--- src/rtl/serial_alu_pkg.sv ---
// Shared definitions for the bit-serial ALU sequencer.
//   op_e        : ALU operation requested by the datapath (AND/OR/ADD/SUB)
//   state_e     : sequencer FSM states
//   SLICE_*     : operation encodings understood by the 1-bit ALU slice
package serial_alu_pkg;

    typedef enum logic [1:0] {
        OP_AND = 2'b00,
        OP_OR  = 2'b01,
        OP_ADD = 2'b10,
        OP_SUB = 2'b11
    } op_e;

    typedef enum logic [1:0] {
        ST_IDLE = 2'b00,
        ST_RUN  = 2'b01,
        ST_DONE = 2'b10
    } state_e;

    localparam logic [1:0] SLICE_AND = 2'd0;
    localparam logic [1:0] SLICE_OR  = 2'd1;
    localparam logic [1:0] SLICE_ADD = 2'd2;

endpackage

--- src/rtl/serial_alu_ctrl_alu_1bit.sv ---
// One-bit ALU slice: optional operand inversion, then AND / OR / full-add.
// Ports:
//   a_i, b_i        operand bits
//   ainvert_i       invert a_i before the operation
//   binvert_i       invert b_i before the operation
//   cin_i           carry in (used by ADD only)
//   op_i            SLICE_AND / SLICE_OR / SLICE_ADD
//   res_o           result bit
//   cout_o          carry out (0 for the logic operations)
module alu_1bit
    import serial_alu_pkg::*;
(
    input  logic       a_i,
    input  logic       b_i,
    input  logic       ainvert_i,
    input  logic       binvert_i,
    input  logic       cin_i,
    input  logic [1:0] op_i,
    output logic       res_o,
    output logic       cout_o
);

    logic a_eff;
    logic b_eff;

    assign a_eff = a_i ^ ainvert_i;
    assign b_eff = b_i ^ binvert_i;

    always_comb begin
        res_o  = 1'b0;
        cout_o = 1'b0;
        case (op_i)
            SLICE_AND: res_o = a_eff & b_eff;
            SLICE_OR:  res_o = a_eff | b_eff;
            SLICE_ADD: begin
                res_o  = a_eff ^ b_eff ^ cin_i;
                cout_o = (a_eff & b_eff) | (a_eff & cin_i) | (b_eff & cin_i);
            end
            default: begin
                res_o  = 1'b0;
                cout_o = 1'b0;
            end
        endcase
    end

endmodule

--- src/rtl/serial_alu_ctrl.sv ---
// Bit-serial ALU sequencer: runs a WIDTH-bit AND/OR/ADD/SUB through one
// alu_1bit slice, LSB first, one bit per clock, then presents the result
// word and flags with a one-cycle done pulse.
// Build option: define SERIAL_ALU_OVF_EN to enable signed-overflow detection;
// without it, overflow is tied to 0.
// Ports:
//   clk, rst_n   clock, async active-low reset
//   start        request, sampled only in IDLE
//   op           00 AND, 01 OR, 10 ADD, 11 SUB (a - b)
//   a, b         operands, latched on the accepted start edge
//   busy         high in RUN and DONE
//   done         one-cycle pulse; result/flags valid from this cycle on
//   result       result word, held until the next done
//   carry_out    final carry for ADD/SUB (1 = no borrow for SUB), 0 otherwise
//   zero         result == 0
//   overflow     signed overflow for ADD/SUB
//
// state   | meaning
// IDLE    | waiting for start
// RUN     | processing one bit per cycle, LSB first
// DONE    | result/flags presented, done asserted
module serial_alu_ctrl
    import serial_alu_pkg::*;
#(
    parameter int WIDTH = 8
) (
    input  logic             clk,
    input  logic             rst_n,
    input  logic             start,
    input  logic [1:0]       op,
    input  logic [WIDTH-1:0] a,
    input  logic [WIDTH-1:0] b,
    output logic             busy,
    output logic             done,
    output logic [WIDTH-1:0] result,
    output logic             carry_out,
    output logic             zero,
    output logic             overflow
);

    localparam int CNT_W = $clog2(WIDTH);
    localparam logic [CNT_W-1:0] CNT_LAST = CNT_W'(WIDTH - 1);

    state_e           state_q, state_d;
    op_e              op_q, op_d;
    logic [WIDTH-1:0] a_sh_q, a_sh_d;
    logic [WIDTH-1:0] b_sh_q, b_sh_d;
    // Only WIDTH-1 result bits need storing: the last bit comes straight
    // from the slice on the final RUN edge.
    logic [WIDTH-2:0] res_sh_q, res_sh_d;
    logic [CNT_W-1:0] cnt_q, cnt_d;
    logic             carry_q, carry_d;
    logic [WIDTH-1:0] result_q, result_d;
    logic             cout_q, cout_d;
    logic             zero_q, zero_d;
    logic             done_q, done_d;

    logic             is_arith;
    logic [1:0]       slice_op;
    logic             slice_res;
    logic             slice_cout;
    logic [WIDTH-1:0] res_full;

    assign is_arith = (op_q == OP_ADD) || (op_q == OP_SUB);

    always_comb begin
        case (op_q)
            OP_AND:  slice_op = SLICE_AND;
            OP_OR:   slice_op = SLICE_OR;
            default: slice_op = SLICE_ADD;
        endcase
    end

    alu_1bit u_slice (
        .a_i       (a_sh_q[0]),
        .b_i       (b_sh_q[0]),
        .ainvert_i (1'b0),
        .binvert_i (op_q == OP_SUB),
        .cin_i     (carry_q),
        .op_i      (slice_op),
        .res_o     (slice_res),
        .cout_o    (slice_cout)
    );

    assign res_full = {slice_res, res_sh_q};

    always_comb begin
        state_d  = state_q;
        op_d     = op_q;
        a_sh_d   = a_sh_q;
        b_sh_d   = b_sh_q;
        res_sh_d = res_sh_q;
        cnt_d    = cnt_q;
        carry_d  = carry_q;
        result_d = result_q;
        cout_d   = cout_q;
        zero_d   = zero_q;
        done_d   = 1'b0;

        case (state_q)
            ST_IDLE: begin
                if (start) begin
                    op_d    = op_e'(op);
                    a_sh_d  = a;
                    b_sh_d  = b;
                    carry_d = (op_e'(op) == OP_SUB);
                    cnt_d   = '0;
                    state_d = ST_RUN;
                end
            end
            ST_RUN: begin
                res_sh_d = res_full[WIDTH-1:1];
                a_sh_d   = {1'b0, a_sh_q[WIDTH-1:1]};
                b_sh_d   = {1'b0, b_sh_q[WIDTH-1:1]};
                carry_d  = is_arith & slice_cout;
                cnt_d    = cnt_q + 1'b1;
                // Results are registered on the last RUN edge so they are
                // already visible in the cycle done is high.
                if (cnt_q == CNT_LAST) begin
                    result_d = res_full;
                    cout_d   = is_arith & slice_cout;
                    zero_d   = (res_full == '0);
                    done_d   = 1'b1;
                    state_d  = ST_DONE;
                end
            end
            ST_DONE: begin
                state_d = ST_IDLE;
            end
            default: begin
                state_d = ST_IDLE;
            end
        endcase
    end

    always_ff @(posedge clk or negedge rst_n) begin
        if (!rst_n) begin
            state_q  <= ST_IDLE;
            op_q     <= OP_AND;
            a_sh_q   <= '0;
            b_sh_q   <= '0;
            res_sh_q <= '0;
            cnt_q    <= '0;
            carry_q  <= 1'b0;
            result_q <= '0;
            cout_q   <= 1'b0;
            zero_q   <= 1'b0;
            done_q   <= 1'b0;
        end else begin
            state_q  <= state_d;
            op_q     <= op_d;
            a_sh_q   <= a_sh_d;
            b_sh_q   <= b_sh_d;
            res_sh_q <= res_sh_d;
            cnt_q    <= cnt_d;
            carry_q  <= carry_d;
            result_q <= result_d;
            cout_q   <= cout_d;
            zero_q   <= zero_d;
            done_q   <= done_d;
        end
    end

`ifdef SERIAL_ALU_OVF_EN
    // During the last RUN cycle carry_q is the carry into the MSB.
    logic ovf_q;

    always_ff @(posedge clk or negedge rst_n) begin
        if (!rst_n) begin
            ovf_q <= 1'b0;
        end else if (state_q == ST_RUN && cnt_q == CNT_LAST) begin
            ovf_q <= is_arith & (carry_q ^ slice_cout);
        end
    end

    assign overflow = ovf_q;
`else
    assign overflow = 1'b0;
`endif

    assign busy      = (state_q != ST_IDLE);
    assign done      = done_q;
    assign result    = result_q;
    assign carry_out = cout_q;
    assign zero      = zero_q;

endmodule

--- config.mk ---
export PLATFORM = sky130hd
export DESIGN_NAME = serial_alu_ctrl
export DESIGN_NICKNAME = d
export VERILOG_FILES = /design/src/rtl/serial_alu_pkg.sv /design/src/rtl/serial_alu_ctrl_alu_1bit.sv /design/src/rtl/serial_alu_ctrl.sv
export SDC_FILE = /design/constraint.sdc
export NUM_CORES = 1
export LEC_CHECK = 0
export ABC_AREA = 1
export BUFFER_PORTS_ARGS = -buffer_cell sky130_fd_sc_hd__buf_2
export CORE_UTILIZATION = 45
export CTS_CLUSTER_SIZE = 25
export DETAILED_ROUTE_END_ITERATION = 12
export GPL_ROUTABILITY_DRIVEN = 0
export GPL_TIMING_DRIVEN = 0
export PLACE_DENSITY_LB_ADDON = 0.25
export SYNTH_ARGS = -nofsm -noshare
export SYNTH_HDL_FRONTEND = slang
export SYNTH_SLANG_ARGS = --single-unit
--- constraint.sdc ---
create_clock -name clk -period 2.3 [get_ports clk]
set_clock_uncertainty 0.2 [all_clocks]
set_input_delay 0.23 -clock clk [delete_from_list [all_inputs] [get_ports clk]]
set_output_delay 0.23 -clock clk [all_outputs]
set_load 0.02 [all_outputs]
==> run summary <==
The flow ran to the end, and the final reports show no timing, DRC or antenna violations. The initial core utilization came out at 0.475. The max-capacitance violation count is 0. The setup path with the least slack is of type reg -> reg. After detailed routing, the number of vias per cell comes to 4.66. The global-route track usage on met2 came out at 0.298.

The worst endpoint required time is 2.29 ns. Setup repair after global routing left no endpoint under its margin. The placed instances occupy a cell area of 2150 um^2. The static power due to leakage came out at 1.22 nW. The largest total area in the synthesized netlist belongs to dfrtp_1.

The signed area change from the synthesized netlist to the final layout is 21.3%. The detailed router's first-iteration violation count is 113. The minimum hold slack came out at 0.0483 ns.

In the final layout, the share of cells above drive strength 1 is 0.243. Pin placement for this block handled 34 I/O pins. The die covers 4550 um^2. After detailed routing, the total wire length is 3.62 mm.

Summed over all failing endpoints, the final setup total negative slack is 0 ns. The met1 global-route usage came out at 0.233. The remaining number of nets flagged by the antenna check after routing is 0. The origin of the worst setup path is op_q[0]. The sequential-to-total area share from yosys stat is 0.545. The global-route congestion overflow total is 0. The fraction of the core area covered by cells at the end of the flow came out at 0.577. The summed area of non-filler cells in the final layout is 2340 um^2. The share of the clock period used by the worst path came out at 0.865. The core box area came out at 4060 um^2. The net count of the mapped netlist came out at 244. The via count of the first global-routing pass is 1449.

The clock period minus worst slack is 1.99 ns. The floorplan die height is 67.5 um. The tree is rooted in a clkbuf_8. The number of max-slew violations in the final report is 0.

The count of endpoints failing setup in the final report came out at 0. The actual slew at the worst max-slew pin came out at 0.917 ns. The count of state elements after synthesis is 42.

The horizontal extent of the die is 67.5 um. The post-detailed-route DRC marker count came out at 0. The startpoint identified for the worst register-to-register timing path is op_q[0]. The number of synthesis warnings came out at 0. The post-synthesis cell type count is 22. The number of clock sinks came out at 42. The startpoint identified for the worst hold timing path is b[6]. The most numerous cell in the Yosys netlist is nand2_1. The total CTS buffers came out at 5. The number of nets in the final layout came out at 288.

The first global-routing pass estimated 6.15 mm of wire. The predominant post-synthesis flop cell is dfrtp_1. The post-synthesis async set-or-reset flop share is 1.00. The arrival time of the worst setup path is 1.98 ns. Summing over every cut layer, the via total after detailed routing is 1460. By count the netlist is led by nand2_1 (60), dfrtp_1 (42), inv_1 (26). After detailed routing, the average wire length per cell comes to 11.6 um. After technology mapping, the gate count stands at 218.

Across every metal layer, demand over resource in global routing totals 0.190. STA classifies the critical path endpoint as a register. The largest net degree at the start of global routing came out at 43. The global routing stage identified its most utilized layer as met2. The initial antenna violation count was 0. For this run, the top clock speed supported by timing is 502 MHz.

The first detailed-routing pass ran for 4 iterations. The count of port buffers added during placement came out at 32. The number of antenna diodes in the final layout is 0.

The clock-pin slew on the worst setup and hold paths is 0.09 ns. The number of core rows is 23. The detailed-placement wirelength estimate came out at 2.57 mm.

The tightest min-delay check is of the in -> reg type. The number of buffers on the longest clock path is 2. The highest fanout seen on the critical path is 3.

The number of gates resized after CTS was 0. The met3 capacity usage during global routing came out at 0.0693. The largest voltage drop on the vdd net is 0.572 mV.

The number of synthesized flops with an enable pin came out at 0. The share of synthesized area in the top cell type comes to 0.545. Ranked by total cell area, the synthesized netlist is headed by dfrtp_1 (54%), nand2_1 (12%), o21ai_1 (6.5%). TritonCTS built the clock tree. The H-tree depth is 2. STA classifies the critical path startpoint as a register.

The final-report hold violation count is 0. The combined area of all synthesized cells came out at 1930 um^2. For this design the ratio of total power to cell area is 1400 nW/um^2. Clock latency on the worst-skew pair, taken at its later pin, is 0.29 ns.

The headroom to the max-slew limit is 0.389. Dividing the synthesized area by the synthesized cell count gives 8.85 um^2.
timing repair:
action                     4_1_cts  5_1_grt
buffers inserted                 0        0
hold endpoints to repair        46        0
setup endpoints to repair        0        0
hold buffers                     5        0
cells by family after synthesis:
kind of cell / count (synthesis) / synth area share
compound gates: 51 / 0.151
flops: 42 / 0.545
xor+xnor: 1 / 0.00454
other cells: 1 / 0.00194
simple gates: 79 / 0.173
fa+ha+maj: 5 / 0.0363
buf+inv: 39 / 0.0888
worst paths after layout:
path	slack, ns	to	depth (start not counted)
max	0.31	res_sh_q[6]	7
min	0.05	b_sh_q[6]	5
max reg2reg	0.31	res_sh_q[6]	7
min reg2reg	0.28	result[7]	2
max in group asynchronous	0.92	carry_q	2
min in group asynchronous	0.40	result[2]	2
area by class of cell:
type / instances / area, um^2
plain buffers: 9 / 58.8
clock buffers: 5 / 68.8
clock inverters: 3 / 68.8
fillers: 369 / 1720
inverters: 30 / 113
multi-input cells: 137 / 707
flip-flops and latches: 42 / 1050
well taps: 50 / 62.6
repair buffers: 37 / 210
through the flow:
stage               power, mW  cells  setup WS, ns
finish                   3.29    313         0.310
global route             3.60    313         0.170
CTS                      3.33    313         0.289
detailed placement       2.62    300         0.297
global placement         2.58    300         0.328
floorplan                2.25    218         0.413
cells in the final DEF, fill, tap and decap left out, drive strengths merged:
| cell type | n |
|---|---|
| dfrtp | 42 |
| a22o | 2 |
| xor2 | 1 |
| or2 | 1 |
| bufinv | 2 |
| nand3 | 9 |
| nor2 | 7 |
| clkbuf | 5 |
| buf | 41 |
| ha | 4 |
| o21ai | 46 |
| dlygate4sd3 | 5 |
| conb | 1 |
| nand2 | 62 |
| o21a | 1 |
| fa | 1 |
| inv | 30 |
| clkinv | 1 |
| a21oi | 2 |
state kept, by name (all words and copies together) (netlist names):
name	flops
res_sh_q	7
b_sh_q	8
carry_out	1
a_sh_q	8
state_q	2
cnt_q	3
carry_q	1
op_q	2
done	1
zero	1
result	8
critical path, cell delays in order (launching register included):
cell and delay, ns:
dfrtp_1 0.39, nand2_1 0.09, xor2_1 0.19, inv_1 0.09, fa_1 0.42, or2_2 0.33
nand3_1 0.09, o21ai_0 0.07
metal layers:
metal / routed length [um] / vias up
li1: - / 773
met1: 1760 / 661
met2: 1700 / 24
met3: 135 / 2
met4: 27 / 0
met5: 0 / -
report_power, final:
group | total [mW] | leakage [nW] | switching (mW) | internal (mW)
Combinational | 1.38 | 0.621 | 0.860 | 0.516
Clock | 0.697 | 0.0683 | 0.262 | 0.435
Sequential | 1.21 | 0.529 | 0.158 | 1.06
Total | 3.29 | 1.22 | 1.28 | 2.01
Power figures use the tool's default switching activity.
